### config.mk
export PLATFORM = sky130hd
export DESIGN_NAME = cnn_state_update_flat
export DESIGN_NICKNAME = d
export VERILOG_FILES = /design/src/rtl/cnn_pkg.sv /design/src/rtl/cnn_state_update_if.sv /design/src/rtl/cnn_pwl_sat.sv /design/src/rtl/cnn_state_update.sv /design/src/flat_wrapper.sv
export SDC_FILE = /design/constraint.sdc
export NUM_CORES = 1
export LEC_CHECK = 0
export ABC_AREA = 0
export CAP_MARGIN = 20
export CORE_MARGIN = 3
export CORE_UTILIZATION = 35
export CTS_BUF_LIST = sky130_fd_sc_hd__clkbuf_8
export CTS_CLUSTER_SIZE = 14
export DETAILED_ROUTE_END_ITERATION = 12
export REMOVE_ABC_BUFFERS = 1
export SLEW_MARGIN = 20
export SYNTH_ARGS = -nofsm -noshare
export SYNTH_HDL_FRONTEND = slang
export SYNTH_SLANG_ARGS = --single-unit
### constraint.sdc
create_clock -name clk -period 6.4 [get_ports clk]
set_input_delay 0.96 -clock clk [delete_from_list [all_inputs] [get_ports clk]]
set_output_delay 0.96 -clock clk [all_outputs]
set_load 0.05 [all_outputs]
### src/rtl/cnn_pkg.sv
// rtl/cnn_pkg.sv - shared widths, FSM encoding and saturate/clamp helpers for the CNN state update stage
package cnn_pkg;

    localparam int EQ_W = 17;
    localparam int Y_W  = 9;

    typedef enum logic [1:0] {
        IDLE,
        CLEAR,
        RUN,
        DRAIN
    } state_t;

    // Saturate a signed value to the range of a w-bit two's complement number.
    function automatic logic signed [31:0] sat_w(input logic signed [31:0] v, input int w);
        logic signed [31:0] hi;
        logic signed [31:0] lo;
        hi = (32'sd1 <<< (w - 1)) - 32'sd1;
        lo = -hi - 32'sd1;
        if (v > hi) return hi;
        if (v < lo) return lo;
        return v;
    endfunction

    // Piecewise-linear cell output: clamp to [-yone, +yone].
    function automatic logic signed [31:0] clamp_y(input logic signed [31:0] v, input int yone);
        if (v > yone) return yone;
        if (v < -yone) return -yone;
        return v;
    endfunction

endpackage

### src/rtl/cnn_state_update_if.sv
// rtl/cnn_state_update_if.sv - eq sample input stream and y output stream of the state update stage
// Ports (signals): in_valid/in_ready/in_addr/in_eq carry equation samples into the stage,
// out_valid/out_ready/out_addr/out_y carry clamped cell outputs out of it.
// master = producer/consumer side, slave = the state update stage.
interface cnn_state_update_if #(
    parameter int AW = 6
) ();
    import cnn_pkg::*;

    logic                    in_valid;
    logic                    in_ready;
    logic [AW-1:0]           in_addr;
    logic signed [EQ_W-1:0]  in_eq;
    logic                    out_valid;
    logic                    out_ready;
    logic [AW-1:0]           out_addr;
    logic signed [Y_W-1:0]   out_y;

    modport master (
        output in_valid, in_addr, in_eq, out_ready,
        input  in_ready, out_valid, out_addr, out_y
    );

    modport slave (
        input  in_valid, in_addr, in_eq, out_ready,
        output in_ready, out_valid, out_addr, out_y
    );
endinterface

### src/rtl/cnn_pwl_sat.sv
// rtl/cnn_pwl_sat.sv - combinational forward-Euler state step with XW saturation and YONE output clamp
// Ports: eq (signed equation value), x_old (current state) in;
//        x_new (saturated next state), y (clamped 9-bit cell output) out.
module cnn_pwl_sat
    import cnn_pkg::*;
#(
    parameter int XW       = 18,
    parameter int DT_SHIFT = 3,
    parameter int YONE     = 128
) (
    input  logic signed [EQ_W-1:0] eq,
    input  logic signed [XW-1:0]   x_old,
    output logic signed [XW-1:0]   x_new,
    output logic signed [Y_W-1:0]  y
);

    logic signed [XW:0] diff;
    logic signed [XW:0] step;
    logic signed [31:0] sum;

    always_comb begin
        diff  = (XW+1)'(eq) - (XW+1)'(x_old);
        // Arithmetic shift floors toward -inf, so small negative steps never round to zero.
        step  = diff >>> DT_SHIFT;
        sum   = 32'(x_old) + 32'(step);
        x_new = XW'(sat_w(sum, XW));
        y     = Y_W'(clamp_y(32'(x_new), YONE));
    end

endmodule

### src/rtl/cnn_state_update.sv
// rtl/cnn_state_update.sv - per-cell state integrator: state RAM, clear, 2-stage update pipeline, iteration control
// Ports: clk, rst (async active-high); start/n_iter begin a run of n_iter iterations;
//        bus (slave) carries eq samples in and y results out; busy high outside IDLE;
//        iter_cnt counts completed iterations; done pulses one cycle at run end.
module cnn_state_update
    import cnn_pkg::*;
#(
    parameter int NCELL    = 64,
    parameter int AW       = 6,
    parameter int XW       = 18,
    parameter int DT_SHIFT = 3,
    parameter int YONE     = 128,
    parameter int ITW      = 8
) (
    input  logic                 clk,
    input  logic                 rst,
    input  logic                 start,
    input  logic [ITW-1:0]       n_iter,
    cnn_state_update_if.slave    bus,
    output logic                 busy,
    output logic [ITW-1:0]       iter_cnt,
    output logic                 done
);

    state_t state, state_nx;

    logic [AW-1:0]          clr_cnt;
    logic [AW-1:0]          upd_cnt;
    logic [ITW-1:0]         n_iter_q;

    logic                   s1_valid;
    logic [AW-1:0]          s1_addr;
    logic signed [EQ_W-1:0] s1_eq;
    logic                   fwd_sel;
    logic signed [XW-1:0]   fwd_x;
    logic signed [XW-1:0]   ram_q;
    logic signed [XW-1:0]   x_old;
    logic signed [XW-1:0]   x_new;
    logic signed [Y_W-1:0]  y_new;

    logic signed [XW-1:0]   ram [NCELL];
    logic                   ram_we;
    logic [AW-1:0]          ram_wa;
    logic signed [XW-1:0]   ram_wd;

    logic adv, accept, s1_fire, last_clr, last_upd, iter_end;

    assign adv          = !bus.out_valid || bus.out_ready;
    assign bus.in_ready = (state == RUN) && adv;
    assign accept       = bus.in_valid && bus.in_ready;
    assign s1_fire      = s1_valid && adv;
    assign last_clr     = (clr_cnt == AW'(NCELL - 1));
    assign last_upd     = (upd_cnt == AW'(NCELL - 1));
    assign iter_end     = accept && last_upd && ((iter_cnt + ITW'(1)) == n_iter_q);
    assign busy         = (state != IDLE);

    always_comb begin
        state_nx = state;
        done     = 1'b0;
        case (state)
            IDLE:  if (start) state_nx = CLEAR;
            CLEAR: if (last_clr) state_nx = (n_iter_q == '0) ? DRAIN : RUN;
            RUN:   if (iter_end) state_nx = DRAIN;
            DRAIN: begin
                if (!s1_valid && !bus.out_valid) begin
                    done     = 1'b1;
                    state_nx = IDLE;
                end
            end
            default: state_nx = IDLE;
        endcase
    end

    always_ff @(posedge clk or posedge rst) begin
        if (rst) begin
            state    <= IDLE;
            clr_cnt  <= '0;
            upd_cnt  <= '0;
            iter_cnt <= '0;
            n_iter_q <= '0;
        end else begin
            state <= state_nx;
            if (state == IDLE && start) begin
                n_iter_q <= n_iter;
                iter_cnt <= '0;
                clr_cnt  <= '0;
                upd_cnt  <= '0;
            end
            if (state == CLEAR) clr_cnt <= clr_cnt + AW'(1);
            // Iterations are defined by accept count only; addresses may arrive in any order.
            if (accept) begin
                if (last_upd) begin
                    upd_cnt  <= '0;
                    iter_cnt <= iter_cnt + ITW'(1);
                end else begin
                    upd_cnt <= upd_cnt + AW'(1);
                end
            end
        end
    end

    // The RAM read lands one cycle after accept; if S1 was writing the same cell on that
    // accept edge, the RAM still returns the old value, so the fresh x_new is captured instead.
    assign x_old = fwd_sel ? fwd_x : ram_q;

    cnn_pwl_sat #(
        .XW       (XW),
        .DT_SHIFT (DT_SHIFT),
        .YONE     (YONE)
    ) u_pwl (
        .eq    (s1_eq),
        .x_old (x_old),
        .x_new (x_new),
        .y     (y_new)
    );

    always_ff @(posedge clk or posedge rst) begin
        if (rst) begin
            s1_valid      <= 1'b0;
            s1_addr       <= '0;
            s1_eq         <= '0;
            fwd_sel       <= 1'b0;
            fwd_x         <= '0;
            bus.out_valid <= 1'b0;
            bus.out_addr  <= '0;
            bus.out_y     <= '0;
        end else begin
            if (accept) begin
                s1_eq   <= bus.in_eq;
                s1_addr <= bus.in_addr;
                fwd_sel <= s1_fire && (s1_addr == bus.in_addr);
                fwd_x   <= x_new;
            end
            if (adv) begin
                s1_valid      <= accept;
                bus.out_valid <= s1_valid;
                if (s1_valid) begin
                    bus.out_addr <= s1_addr;
                    bus.out_y    <= y_new;
                end
            end
        end
    end

    assign ram_we = (state == CLEAR) || s1_fire;
    assign ram_wa = (state == CLEAR) ? clr_cnt : s1_addr;
    assign ram_wd = (state == CLEAR) ? '0 : x_new;

    always_ff @(posedge clk) begin
        if (ram_we) ram[ram_wa] <= ram_wd;
        if (accept) ram_q <= ram[bus.in_addr];
    end

endmodule

### src/flat_wrapper.sv
// flat-port wrapper written by rule: the top's interface ports become plain ports
module cnn_state_update_flat import cnn_pkg::*;
#(
    parameter int NCELL    = 64,
    parameter int AW       = 6,
    parameter int XW       = 18,
    parameter int DT_SHIFT = 3,
    parameter int YONE     = 128,
    parameter int ITW      = 8
)
  (clk, rst, start, n_iter, busy, iter_cnt, done, bus_in_valid, bus_in_addr, bus_in_eq, bus_out_ready, bus_in_ready, bus_out_valid, bus_out_addr, bus_out_y);
  cnn_state_update_if #(.AW(AW)) bus_i ();
  input  logic clk;
  input  logic rst;
  input  logic start;
  input  logic [ITW-1:0] n_iter;
  output logic busy;
  output logic [ITW-1:0] iter_cnt;
  output logic done;
  input wire logic [$bits(bus_i.in_valid)-1:0] bus_in_valid;
  input wire logic [$bits(bus_i.in_addr)-1:0] bus_in_addr;
  input wire logic [$bits(bus_i.in_eq)-1:0] bus_in_eq;
  input wire logic [$bits(bus_i.out_ready)-1:0] bus_out_ready;
  output wire logic [$bits(bus_i.in_ready)-1:0] bus_in_ready;
  output wire logic [$bits(bus_i.out_valid)-1:0] bus_out_valid;
  output wire logic [$bits(bus_i.out_addr)-1:0] bus_out_addr;
  output wire logic [$bits(bus_i.out_y)-1:0] bus_out_y;
  assign bus_i.in_valid = bus_in_valid;
  assign bus_i.in_addr = bus_in_addr;
  assign bus_i.in_eq = bus_in_eq;
  assign bus_i.out_ready = bus_out_ready;
  assign bus_in_ready = bus_i.in_ready;
  assign bus_out_valid = bus_i.out_valid;
  assign bus_out_addr = bus_i.out_addr;
  assign bus_out_y = bus_i.out_y;
  cnn_state_update #(.NCELL(NCELL), .AW(AW), .XW(XW), .DT_SHIFT(DT_SHIFT), .YONE(YONE), .ITW(ITW)) u_core (.clk(clk), .rst(rst), .start(start), .n_iter(n_iter), .bus(bus_i), .busy(busy), .iter_cnt(iter_cnt), .done(done));
endmodule
==> reports/qor.txt, run 1 <==
Syn_area_per_cell: 20.6 µm²
Netlist cell types: 77
Startpoint types: flop
DRC: 1
HP Class: in2async
Post-synthesis sequential area ratio: 73.7%
Worst setup EP type: flop
Initial core utilization: 35.3%
Deepest clock path buffer count: 3
Final setup fails: 0
Dpl ws: 80.7 ps
Post-route ant nets: 0
Via count: 26200
Yosys reg bits: 1259
Overall routing resource usage: 17.3%
Setup_tns: 0 ps
Die area: 0.149 mm²
FP Rows: 139
Synth top area share: 69.3%
Post-synth ARST share: 7.07%
Initial antenna violation count: 4
Final setup margin: 287 ps
Layout cells sized above 1: 28.9%
NumNets Final: 2837
Yosys warning count: 0
Synth Flop Type: edfxtp_1
Clock Latency Late Sink: 870 ps
Max_cap viols: 0
Synthesized cell area: 0.0507 mm²
Worst Setup Path Type: reg2reg
Clock skew: 60.7 ps
Failing checks: DRC
Slew @ Worst Pin: 1170 ps
Synth cell count leaders: edfxtp_1 (1170), mux4_2 (378), nand2_1 (147), nor2_1 (106), dfrtp_1 (89)
CTS Hold Bufs: 0
EDFF count, synth: 1170
Pin count of the biggest net entering global routing: 95
Root Buffer: clkbuf_8
Core area: 0.144 mm²
Max Clock Freq: 0.164 GHz
I/O Buffers: 62
H-tree depth: 4
Vias in the first global route: 26800
Number of DRC markers in iteration 0: 2990
Fin. Hold Viols: 0
Largest cells by area after synthesis: edfxtp_1 (69%), mux4_2 (17%), dfrtp_1 (4.4%)
CTS sink cnt: 1259
CP Max Fanout: 16
Num CTS Buffers: 201
Status: finished with violations
Arr. time, crit path: 6680 ps
First-pass iteration count of the detailed router: 10
Max Slew Vio Count: 0
Area growth, synth to finish: 15.7%
Cell taking the most area after synthesis: edfxtp_1
Relative slew slack: 21.5%
Unrepaired setup endpoints after global routing: no
Height of the die: 387 µm
I/O Pins: 63
CTS tree: yes
Period utilization: 95.5%
R2R Setup Slk: 290 ps
Total gr overflow: 0
WL final: 132000 µm
Worst-path clk slew: 60 ps
Required @ worst endpoint: 6960 ps
Post-Syn Instances: 2463
Period minus WS final: 6110 ps
Vias per cell: 5.44
Wire per inst: 27.4 µm
Gpl congestion: 0.860
Post-DP HPWL: 76300 µm
Die width: 387 µm
Global-route wire length before repair: 189000 µm
Count leader, synth: edfxtp_1
==> routing by layer <==
metal / vias to the layer above / track usage [%] / routed length (µm)
met5: - / 0 / 0
met4: 0 / 5.50 / 3580
met3: 219 / 3.33 / 10200
met2: 1208 / 27.8 / 63200
met1: 14000 / 23.9 / 55100
li1: 10800 / - / -
==> final cells by class <==
class | instances | area, µm²
sequential | 1259 | 37400
antenna | 1 | 2.50
inverter | 37 | 143
multi-input combinational | 1051 | 12900
timing repair buffer | 206 | 2110
clock buffer | 205 | 2820
tap | 1903 | 2380
fill | 12600 | 85000
clock inverter | 156 | 887
==> timing repair <==
action	in CTS	in global routing
setup buffers	0	8
setup endpoints to repair	0	200
resized for setup	0	1
==> metrics by stage <==
stage / util, % / hold WS [ps] / area (µm²) / instances
floorplan: - / 439 / 50200 / 2342
global placement: 38.2 / 472 / 54800 / 4442
detailed placement: 38.2 / 468 / 54800 / 4443
CTS: 40.7 / 350 / 58500 / 4804
global route: 40.8 / 414 / 58600 / 4818
finish: 40.8 / 420 / 58600 / 4818
==> path summary, 6_finish.rpt <==
path,from,endpoint,cells past startpoint
worst max-delay path,u_core.fwd_sel,u_core.ram[21][7],20
min in group clk,u_core.s1_eq[0],u_core.s1_eq[0],2
worst min register to register,u_core.s1_eq[0],u_core.s1_eq[0],2
worst min-delay path,rst,u_core.s1_addr[3],2
max in group asynchronous,rst,u_core.iter_cnt[6],3
worst max register to register,u_core.fwd_sel,u_core.ram[21][7],20
==> worst max-delay path, cell delays in order (launching register included) <==
cell and delay, ps:
dfrtp_1 510, mux2i_1 280, ha_1 280, o21a_1 210, o221ai_1 280, o21ai_0 160
a21oi_1 230, nand2b_1 170, a21oi_1 140, a2111oi_0 510, o21bai_1 150, xnor2_1 150
ha_1 390, nand2_1 90, o21ai_0 440, nand3_1 150, a31oi_1 220, nor2_1 70
buf_4 190, maj3_1 540, nor2_2 630
==> flip-flops by register name, summed over array words and instances (netlist names) <==
signal,flops
u_core.bus.out_addr,6
u_core.upd_cnt,6
u_core.clr_cnt,6
u_core.bus.out_valid,1
u_core.fwd_sel,1
u_core.s1_eq,17
u_core.fwd_x,18
u_core.ram,1152
u_core.state,2
u_core.bus.out_y,9
u_core.s1_valid,1
u_core.iter_cnt,8
u_core.s1_addr,6
u_core.n_iter_q,8
u_core.ram_q,18
==> cells by family after synthesis <==
logic type                 after synthesis  share of synthesized area (%)
AOI/OAI and AO/OA                      179                           2.23
adders and majority gates               56                           1.34
and+or+nand+nor                        347                           3.03
buffers and inverters                  158                           1.29
xor gates and xnor gates                48                          0.844
muxes                                  416                           17.6
DFF                                   1259                           73.7
==> cell usage in the layout, fill, tap and decap left out, types with 43 or more instances in the layout <==
cell,count
ha_1,43
mux4_2,378
nor2_1,79
clkinv_1,49
edfxtp_1,1170
nand2_1,146
inv_1,100
clkbuf_8,205
clkdlybuf4s50_1,57
buf_4,113
dfrtp_1,89
o21ai_0,72
Power of run 1 is not shown: default switching activity piles up to over one toggle a cycle in this logic, so the estimate is an artifact.
==> inputs of run 2 (changes only) <==
--- a/config.mk
+++ b/config.mk
@@ -8,7 +8,7 @@
 export ABC_AREA = 0
 export CAP_MARGIN = 20
 export CORE_MARGIN = 3
-export CORE_UTILIZATION = 35
+export CORE_UTILIZATION = 25
 export CTS_BUF_LIST = sky130_fd_sc_hd__clkbuf_8
 export CTS_CLUSTER_SIZE = 14
 export DETAILED_ROUTE_END_ITERATION = 12
@@ -17,3 +17,4 @@
 export SYNTH_ARGS = -nofsm -noshare
 export SYNTH_HDL_FRONTEND = slang
 export SYNTH_SLANG_ARGS = --single-unit
+export TNS_END_PERCENT = 100
==> reports/qor.txt, run 2 (synthesis results as in run 1) <==
Fin. Hold Viols: 0 (unchanged)
FP Rows: 164 (was 139)
CP Launch Point: u_core.fwd_sel (unchanged)
Vias per cell: 4.67 (was 5.44)
I/O Buffers: 62 (unchanged)
Fin area: 0.0596 mm² (was 0.0586 mm²)
Filler Cells Inserted: 19400 (was 12600)
Initial antenna violation count: 9 (was 4)
Worst Setup Path Type: reg2reg (unchanged)
Top Registers: u_core.ram x1152, u_core.fwd_x x18, u_core.ram_q x18 (unchanged)
NumNets Final: 2781 (was 2837)
Top reg by flops: u_core.ram (unchanged)
Initial core utilization: 25.3% (was 35.3%)
Worst setup EP type: flop (unchanged)
Setup_tns: 0 ps (unchanged)
CTS tree: yes (unchanged)
Gpl congestion: 0.802 (was 0.860)
Height of the die: 456 µm (was 387 µm)
Clock Latency Late Sink: 930 ps (was 870 ps)
Worst-path clk slew: 60 ps (about the same)
Status: finished, final reports clean (was finished with violations)
Critical R2R Launch: u_core.fwd_sel (unchanged)
CP Max Fanout: 32 (was 16)
Relative slew slack: 20.2% (was 21.5%)
Period minus WS final: 6050 ps (was 6110 ps)
Crit path to: u_core.ram[39][16] (was u_core.ram[21][7])
Period utilization: 94.6% (was 95.5%)
Slew @ Worst Pin: 1190 ps (was 1170 ps)
Commonest non-fill, non-tap cell in the layout: edfxtp_1 (unchanged)
Vias in the first global route: 25700 (was 26800)
Max_cap viols: 0 (unchanged)
Core area: 0.201 mm² (was 0.144 mm²)
Die area: 0.208 mm² (was 0.149 mm²)
CTS sink cnt: 1259 (unchanged)
WL final: 139000 µm (was 132000 µm)
Startpoint types: flop (unchanged)
Area growth, synth to finish: 17.5% (was 15.7%)
Overall routing resource usage: 13.0% (was 17.3%)
Finished Layout Cells: 5524 (was 4818)
I/O Pins: 63 (unchanged)
H-tree depth: 4 (unchanged)
Max FFs per register: 1152 (unchanged)
HP Class: in2async (unchanged)
Global-route wire length before repair: 194000 µm (was 189000 µm)
Root Buffer: clkbuf_8 (unchanged)
Total gr overflow: 0 (unchanged)
Max Clock Freq: 0.165 GHz (was 0.164 GHz)
R2r worst-path depth: 22 (was 20)
Via count: 25800 (was 26200)
Arr. time, crit path: 6680 ps (about the same)
Num CTS Buffers: 203 (was 201)
Layout cells sized above 1: 29.4% (was 28.9%)
CTS Hold Bufs: 0 (unchanged)
Post-DP HPWL: 77700 µm (was 76300 µm)
DRC: 0 (was 1)
Post-route ant nets: 0 (unchanged)
Commonest cells after routing, fill and taps aside: edfxtp_1 (1170), mux4_2 (378), clkbuf_8 (207) (was edfxtp_1 (1170), mux4_2 (378), clkbuf_8 (205))
First-pass iteration count of the detailed router: 5 (was 10)
Final setup fails: 0 (unchanged)
Max Slew Vio Count: 0 (unchanged)
Deepest clock path buffer count: 3 (unchanged)
Wire per inst: 25.2 µm (was 27.4 µm)
Clock skew: 63.6 ps (was 60.7 ps)
Required @ worst endpoint: 7020 ps (was 6960 ps)
Cells after DPL: 5138 (was 4443)
Reg-to-Reg End: u_core.ram[39][16] (was u_core.ram[21][7])
Pin count of the biggest net entering global routing: 75 (was 95)
Post-DP Area: 0.0556 mm² (was 0.0548 mm²)
Die width: 456 µm (was 387 µm)
R2R Setup Slk: 350 ps (was 290 ps)
Number of DRC markers in iteration 0: 3073 (was 2990)
-- run 2: cell types whose count changed in the layout (fill, tap and decap cells not counted), moves of 2 or more --
cell / previous run / this run
buf_4: 113 / 56
clkbuf_8: 205 / 207
nor2_1: 79 / 25
diode_2: 1 / 5
inv_12: 1 / 4
clkinv_16: 0 / 2
clkinv_8: 4 / 1
clkinv_1: 49 / 47
nor2_4: 28 / 65
clkinvlp_4: 5 / 2
nor2_2: 4 / 22
inv_1: 100 / 105
buf_12: 32 / 30
-- run 2: metrics by stage --
stage / hold WS (ps) / setup slack, ps / util [%]
3_3_place_gp: 471 / 377 / 27.7
3_5_place_dp: 474 / 273 / 27.7
4_1_cts: 415 / 261 / 29.6
2_1_floorplan: 439 / -447 / -
5_1_grt: 501 / -11.3 / 29.7
6_report: 487 / 346 / 29.7
-- run 2: cell type report --
class | count | area [µm²] | area share [%]
antenna | 5 | 12.5 | 0.0210
clock buffer | 207 | 2850 | 4.78
clock inverter | 161 | 970 | 1.63
timing repair buffer | 147 | 1640 | 2.75
multi-input combinational | 1052 | 13300 | 22.3
inverter | 37 | 143 | 0.239
tap | 2656 | 3320 | 5.58
sequential | 1259 | 37400 | 62.7
-- run 2: worst min path at each step --
| stage | startpoint | endpoint | slack (ps) |
|---|---|---|---|
| detailed placement | u_core.s1_eq[11] | u_core.s1_eq[11] | 470 |
| CTS | rst | u_core.s1_eq[13] | 410 |
| floorplan | u_core.s1_eq[0] | u_core.s1_eq[0] | 440 |
| global route | rst | u_core.s1_eq[13] | 500 |
| global placement | u_core.fwd_x[7] | u_core.fwd_x[7] | 470 |
| finish | rst | u_core.s1_eq[13] | 490 |
-- run 2: worst max-delay path, cell delays in order (launching register included) --
cell and delay [ps]:
dfrtp_1 390, mux2i_1 350, ha_1 300, o21a_1 200
o221ai_1 280, nor2b_1 270, o21ai_0 220, o21ba_2 280
a211oi_1 250, nor2b_1 90, nor2_1 120, xnor2_1 80
ha_1 410, and4_1 210, nand3_1 80, a211oi_1 50
or3b_1 420, a21o_1 220, a21oi_2 200, xor2_2 260
maj3_1 680, nor2_4 160, buf_12 220
-- run 2: per-layer routing --
layer | global-route usage (%) | share of wire, % | vias to the layer above | wire [µm]
met5 | 0.253 | 0.060 | - | 83
met4 | 5.29 | 3.7 | 4 | 5180
met3 | 4.01 | 9.0 | 231 | 12500
met2 | 20.2 | 47 | 1145 | 65200
met1 | 16.9 | 40 | 13700 | 56400
li1 | - | - | 10700 | -
-- run 2: repair_timing --
item                                    in CTS  in global routing
setup buffers                                0                  7
endpoints found under the setup margin       0                363
resized for setup                            0                  2
Power of run 2 is left out for the same reason.
